<file path="src/rtl/taxi_sync_reset_seq_if.sv">
// Channel-reset bundle for taxi_sync_reset_seq.
// slave: the sequencer (drives rst_out/ready). master: the consumer (drives req).
interface taxi_sync_reset_seq_if #(
    parameter int unsigned CH = 4
);
    logic [CH-1:0] req;
    logic [CH-1:0] rst_out;
    logic          ready;

    modport master (
        output req,
        input  rst_out,
        input  ready
    );

    modport slave (
        input  req,
        output rst_out,
        output ready
    );
endinterface

</file>
<file path="src/rtl/taxi_sync_reset_seq.sv">
// Multi-channel reset sequencer with integrated release synchronizer.
// The asynchronous master reset is synchronized on release, then all channels
// are held for STRETCH cycles and released one by one, DELAY cycles apart.
// Optional soft-reset requests are enabled by defining TAXI_SYNC_RESET_SEQ_SOFT_EN.
module taxi_sync_reset_seq #(
    parameter int unsigned N       = 2,
    parameter int unsigned CH      = 4,
    parameter int unsigned STRETCH = 8,
    parameter int unsigned DELAY   = 16
) (
    input  logic                  clk,
    input  logic                  rst_n,
    taxi_sync_reset_seq_if.slave  bus
);
    localparam int unsigned MaxCnt = (STRETCH > DELAY) ? STRETCH : DELAY;
    localparam int unsigned CW     = $clog2(MaxCnt + 1);
    localparam int unsigned NW     = (CH > 1) ? $clog2(CH) : 1;

    localparam logic [CW-1:0] StretchLast = CW'(STRETCH - 1);
    localparam logic [CW-1:0] DelayLast   = CW'(DELAY - 1);
    localparam logic [NW-1:0] LastCh      = NW'(CH - 1);

    typedef enum logic [1:0] {StHold, StRel, StRun} state_e;

    logic [N-1:0]  sync_q, sync_d;
    logic          sync_rst;
    state_e        state_q, state_d;
    logic [CW-1:0] cnt_q, cnt_d;
    logic [NW-1:0] nxt_q, nxt_d;
    logic [CH-1:0] rst_out_q, rst_out_d;
    logic          ready_q, ready_d;

    // Release synchronizer: shift zeros in once the master reset lets go.
    always_comb sync_d = {sync_q[N-2:0], 1'b0};

    // Discrete async-set flops; the set input keeps them out of shift-register primitives.
    always_ff @(posedge clk or negedge rst_n) begin
        if (!rst_n) begin
            sync_q <= '1;
        end else begin
            sync_q <= sync_d;
        end
    end

    assign sync_rst = sync_q[N-1];

`ifdef TAXI_SYNC_RESET_SEQ_SOFT_EN
    logic          req_any;
    logic [NW-1:0] soft_k;
    logic          soft_hit;
    logic          soft_hold;

    // Lowest requesting channel wins.
    always_comb begin
        req_any = 1'b0;
        soft_k  = '0;
        for (int i = int'(CH) - 1; i >= 0; i--) begin
            if (bus.req[i]) begin
                req_any = 1'b1;
                soft_k  = NW'(i);
            end
        end
    end

    // Restart only if the requested channel is already released; a request on the
    // channel being stretched keeps the stretch counter parked at zero.
    assign soft_hit  = req_any && ((state_q == StRun) || (soft_k < nxt_q));
    assign soft_hold = req_any && (state_q == StHold) && (soft_k == nxt_q);
`else
    logic unused_req;
    assign unused_req = ^bus.req;
`endif

    // Sequencer next state: stretch, then release one channel per DELAY window.
    always_comb begin
        state_d   = state_q;
        cnt_d     = cnt_q;
        nxt_d     = nxt_q;
        rst_out_d = rst_out_q;
        ready_d   = ready_q;
        if (!sync_rst) begin
            case (state_q)
                StHold, StRel: begin
                    if (cnt_q == ((state_q == StHold) ? StretchLast : DelayLast)) begin
                        for (int i = 0; i < int'(CH); i++) begin
                            if (NW'(i) == nxt_q) begin
                                rst_out_d[i] = 1'b0;
                            end
                        end
                        cnt_d = '0;
                        if (nxt_q == LastCh) begin
                            state_d = StRun;
                            ready_d = 1'b1;
                        end else begin
                            state_d = StRel;
                            nxt_d   = nxt_q + 1'b1;
                        end
                    end else begin
                        cnt_d = cnt_q + 1'b1;
                    end
                end
                StRun: begin
                    rst_out_d = '0;
                    ready_d   = 1'b1;
                end
                default: state_d = StHold;
            endcase
`ifdef TAXI_SYNC_RESET_SEQ_SOFT_EN
            if (soft_hit) begin
                for (int i = 0; i < int'(CH); i++) begin
                    if (NW'(i) >= soft_k) begin
                        rst_out_d[i] = 1'b1;
                    end
                end
                ready_d = 1'b0;
                nxt_d   = soft_k;
                cnt_d   = '0;
                state_d = StHold;
            end else if (soft_hold) begin
                cnt_d = '0;
            end
`endif
        end
    end

    // Sequencer state and registered outputs.
    always_ff @(posedge clk or negedge rst_n) begin
        if (!rst_n) begin
            state_q   <= StHold;
            cnt_q     <= '0;
            nxt_q     <= '0;
            rst_out_q <= '1;
            ready_q   <= 1'b0;
        end else begin
            state_q   <= state_d;
            cnt_q     <= cnt_d;
            nxt_q     <= nxt_d;
            rst_out_q <= rst_out_d;
            ready_q   <= ready_d;
        end
    end

    assign bus.rst_out = rst_out_q;
    assign bus.ready   = ready_q;
endmodule

</file>
<file path="src/flat_wrapper.sv">
// flat-port wrapper written by rule: the top's interface ports become plain ports
module taxi_sync_reset_seq_flat 
#(
    parameter int unsigned N       = 2,
    parameter int unsigned CH      = 4,
    parameter int unsigned STRETCH = 8,
    parameter int unsigned DELAY   = 16
)
  (clk, rst_n, bus_req, bus_rst_out, bus_ready);
  taxi_sync_reset_seq_if #(.CH(CH)) bus_i ();
  input  logic clk;
  input  logic rst_n;
  input wire logic [$bits(bus_i.req)-1:0] bus_req;
  output wire logic [$bits(bus_i.rst_out)-1:0] bus_rst_out;
  output wire logic [$bits(bus_i.ready)-1:0] bus_ready;
  assign bus_i.req = bus_req;
  assign bus_rst_out = bus_i.rst_out;
  assign bus_ready = bus_i.ready;
  taxi_sync_reset_seq #(.N(N), .CH(CH), .STRETCH(STRETCH), .DELAY(DELAY)) u_core (.clk(clk), .rst_n(rst_n), .bus(bus_i));
endmodule
</file>
<file path="config.mk">
export PLATFORM = sky130hd
export DESIGN_NAME = taxi_sync_reset_seq_flat
export DESIGN_NICKNAME = d
export VERILOG_FILES = /design/src/rtl/taxi_sync_reset_seq_if.sv /design/src/rtl/taxi_sync_reset_seq.sv /design/src/flat_wrapper.sv
export SDC_FILE = /design/constraint.sdc
export NUM_CORES = 1
export LEC_CHECK = 0
export BUFFER_PORTS_ARGS = -buffer_cell sky130_fd_sc_hd__buf_2
export CORE_MARGIN = 2
export CORE_UTILIZATION = 40
export DETAILED_ROUTE_END_ITERATION = 10
export GPL_ROUTABILITY_DRIVEN = 0
export GPL_TIMING_DRIVEN = 0
export HOLD_SLACK_MARGIN = 0.1
export SYNTH_ARGS = -nofsm -noshare
export SYNTH_HDL_FRONTEND = slang
export SYNTH_SLANG_ARGS = --single-unit
</file>
<file path="constraint.sdc">
create_clock -name clk -period 1.8 [get_ports clk]
set_clock_uncertainty 0.15 [all_clocks]
set_input_delay 0.27 -clock clk [delete_from_list [all_inputs] [get_ports clk]]
set_output_delay 0.27 -clock clk [all_outputs]
set_load 0.005 [all_outputs]
</file>
* After elaboration in Yosys (flattened, before gate mapping)
Cells that the tools add are included.
Storage, ports and cells: flip-flop bits (word level) 16, bits of input ports 6, output and inout bits 5, logic and storage cells 53
Operators by class: add/subtract/negate cells 2, equality and inequality tests 13, muxes and demuxes 14, bitwise logic cells 3, reduce and logical (&&, ||, !) cells 12
Operators by type and width (number):
- AND reduction 4 bit | 6
- != test 2 x 1 -> 1 bit (second input constant) | 6
- two-way mux 4 bit | 2
- one-hot mux 4 bit (2 select lines) | 1
- two-way mux 1 bit | 6
- adder 5 x 1 -> 5 bit (second input constant) | 1
- == test 5 bit | 1
- two-way mux 5 bit | 1
- == test 2 bit (first input constant) | 2
- == test 2 bit (second input constant) | 2
- logical NOT 2 bit | 2
- two-way mux 2 bit | 2
- one-hot mux 2 bit (2 select lines) | 1
- NOT 1 bit | 3
- AND reduction 3 bit | 1
- adder 2 x 1 -> 2 bit (second input constant) | 1
- == test 1 x 2 -> 1 bit (first input constant) | 1
- == test 2 x 1 -> 1 bit (second input constant) | 1
- one-hot mux 1 bit (2 select lines) | 1
- AND reduction 2 bit | 1
- nonzero test 2 bit | 1
- OR reduction 2 bit | 1

* Depth between registers and ports, before layout
word-level depth 5, gate-level depth with buffers 4

* Worst setup path after synthesis
No wires, ideal clock.
kind flip-flop to flip-flop, start point register u_core.nxt_q[0], end point register u_core.nxt_q[1], setup time 128 ps, arrival 1530 ps, data required time 1522 ps, slack -8 ps, cell stages (with the launch flop) 5, path buffers 0, clock period less this slack 1808 ps, path through dfrtp_1 > ha_1 > or3_4 > a211oi_4 > mux2_1
Between the ends: cells in the longest elaborated chain, start to end 3
Ends and longest elaborated chain:
- start: declaration | RTL line taxi_sync_reset_seq.sv:29 | logic [NW-1:0] nxt_q, nxt_d;
- start signal: assignment | RTL line taxi_sync_reset_seq.sv:137 | nxt_q <= nxt_d;
- == test 2 bit | RTL line taxi_sync_reset_seq.sv:91 | if (nxt_q == LastCh) begin
- NOT 1 bit (no line)
- AND reduction 4 bit (no line)
Parallel ways exist; a longest one is shown, timed or not. A chain may end at the register's enable or synchronous reset.

* Worst setup path in the final report
start point register u_core.nxt_q[1], end point register u_core.nxt_q[1]
The elaborated chain is that of the path after synthesis.

==> flow_summary.ini <==
[final_layout]
final_core_util_pct = 51.3
filler_cell_count = 185
regArea_um2 = 408
drive_above_1_share_pct = 37.0
multi_input_area_um2 = 410
final_nets = 104
syn2layout_area_growth_pct = 19.2
antenna_cells = 0

[floorplanning]
io_pins = 11
die_h_um = 50.4
die-width_um = 50.4
initial_utilization_pct = 43.1
core_um2 = 2000
placement_rows = 16
dieArea_um2 = 2540

[routing]
num_vias = 607
wirelength_mm = 1.53
wire_per_inst_um = 12.8
drc = 0
final_antenna_net_count = 0
vias_per_cell = 5.10
drtIter0Drc = 7
dr.pass1.iters = 4

[critical_path]
reg2reg_depth = 4
crit_arrival_ns = 1.86
crit_fanout = 3
end_kind = register
crit_required_ns = 1.84
cp-start-kind = register
worstSetupPathType = reg2reg

[synthesis]
yosysWarnings = 0
yosysTopAreaCell = dfrtp_1
synth_seq_cells = 16
synth_top_area_share_pct = 29.0
synthTopCellsByArea = dfrtp_1 (29%), dfstp_2 (18%), ha_1 (7.3%), o311a_1 (4.6%), or3_4 (3.9%)
syn_nets = 87
syn-instance-count = 76
synth_area_um2 = 862
seq_area_frac_synth_pct = 47.3
synth_cell_types = 34
postSynthAreaPerCell_um2 = 11.3

[timing]
max_freq_mhz = 551
setup_viol = 1
finalCriticalPeriod_ns = 1.82
drv_slew = 0
finalHoldViolations = 0
fin_ws_ns = -0.0161
finalCritPeriodShare_pct = 101
rsz0062_at_grt = true

[grt]
grt_overflow = 0
antenna_found_initial = 0
grt_max_degree = 17
grt_usage_pct = 13.5
grt_first_pass_wirelength_mm = 2.52
grt_pass1_vias = 561

[placement]
pre_cts_slack_ns = -0.0552
port_buffers = 6
hpwlAfterDp_mm = 1.00

[clocking]
clk_pin_slew_worst_paths_ns = 0.09
clock_tree.root_cell = clkbuf_4
htreeDepth = 1
clk_latency_ns = 0.30
clkSinkCount = 16
cts_buffers = 3
cts_tree = built
cts_buffer_depth = 2

[run_status]
failed_checks = negative setup slack
run_status = finished with violations

[power]
leakage_nw = 0.473
powerDensity_nw_per_um2 = 1160
ir_drop_mv = 0.653
power_mw = 1.19

[worst_hold_path]
hold_path.class = reg2reg
hold_depth = 0

[job]
cap_violations = 0
[path summary, 6_finish.rpt]
check / from / endpoint / slack, ns
max: u_core.nxt_q[1] / u_core.nxt_q[1] / -0.02
min: u_core.sync_q[0] / u_core.sync_q[1] / 0.21
max reg2reg: u_core.nxt_q[1] / u_core.nxt_q[1] / -0.02
min reg2reg: u_core.sync_q[0] / u_core.sync_q[1] / 0.21
max in group asynchronous: rst_n / u_core.sync_q[1] / 0.95
min in group asynchronous: rst_n / u_core.nxt_q[0] / 0.25
[per-layer routing]
layer	part of all wire, %	routed length, um	GRT usage (%)	vias to the layer above
met2	44	672	18.6	8
li1	-	-	-	301
met5	0	0	0	-
met3	3.5	54	2.68	4
met4	2.1	32	8.11	0
met1	50	765	19.2	294
[report_power, final]
group | internal, mW | switching (mW)
combinational | 0.222 | 0.233
sequential | 0.434 | 0.0550
clock | 0.124 | 0.120
total | 0.779 | 0.409
[worst max-delay path: stages, from the launching register on]
cell	delay [ns]
dfrtp_1	0.40
ha_2	0.20
or3_4	0.38
a211oi_4	0.26
mux2_4	0.32
[cell usage after synthesis]
cell type  number
nand3b_2        1
buf_2           1
xor2_1          1
o311ai_1        1
clkbuf_1        1
o21ai_0         2
xnor2_1         2
a211oi_4        1
nand4_1         1
ha_1            5
or3_1           1
o211a_1         1
a21oi_1         3
nor2_1          4
conb_1          1
nor2b_1         1
o22a_1          1
nand3b_1        1
buf_6           2
dfstp_2         6
nand2_1         3
and3b_1         1
nor3_1          1
or3_4           3
o311a_1         4
a221o_1         1
mux2_2          2
o41ai_1         1
inv_1           8
mux2_1          1
dfrtp_1        10
and3_1          1
o21ai_1         2
o21a_1          1
[per-stage QoR]
stage | hold slack, ns | TNS [ns] | cell area, um^2 | instances
6_report | 0.214 | -0.0161 | 1030 | 119
5_1_grt | 0.216 | -0.0713 | 1030 | 119
4_1_cts | 0.214 | 0 | 990 | 116
3_5_place_dp | 0.0463 | -0.0552 | 926 | 109
3_3_place_gp | 0.0487 | -0.0411 | 926 | 109
2_1_floorplan | -0.176 | 0 | 862 | 76
[cell usage in the layout, fill, tap and decap left out, types with 2 or more instances in the layout]
| cell | instances |
|---|---|
| mux2_2 | 2 |
| buf_4 | 5 |
| dfstp_2 | 6 |
| ha_2 | 2 |
| nand2_1 | 3 |
| o21ai_1 | 2 |
| a21oi_1 | 3 |
| nor2_1 | 4 |
| xnor2_1 | 2 |
| o311a_1 | 4 |
| clkbuf_4 | 3 |
| buf_2 | 7 |
| buf_6 | 2 |
| o21ai_0 | 2 |
| inv_1 | 8 |
| ha_1 | 3 |
| or3_4 | 3 |
| dfrtp_1 | 10 |
[timing repair]
item                                   CTS  global route
pin swaps                                0             2
buffers inserted                         2             3
cloned                                   0             0
resized for setup                        1             3
endpoints found under the hold margin   16             0
setup endpoints to repair                1             6
hold buffers                             1             0
[registers in the layout, summed over array words and instances (netlist names)]
name and flops:
u_core.cnt_q 5, u_core.bus.ready 1, u_core.sync_q 2, u_core.bus.rst_out 4, u_core.nxt_q 2, u_core.state_q 2
[area by class of cell]
| class | instances | area share, % |
|---|---|---|
| multi-input cells | 48 | 40.0 |
| flip-flops and latches | 16 | 39.7 |
| repair buffers | 12 | 7.55 |
| clock buffers | 4 | 3.53 |
| well taps | 27 | 3.29 |
| plain buffers | 4 | 3.05 |
| inverters | 8 | 2.92 |
[kinds of logic (layout without fill, tap and decap cells)]
family | Yosys count | count (layout) | synth area share (%)
AOI/OAI and AO/OA | 18 | 18 | 17.3
and+or+nand+nor | 18 | 18 | 13.6
DFF | 16 | 16 | 47.3
buffers and inverters | 12 | 28 | 7.11
adders and majority gates | 5 | 5 | 7.26
xor gates and xnor gates | 3 | 3 | 3.05
muxes | 3 | 3 | 3.92
other | 1 | 1 | 0.435
(Power assumes the default switching activity.)
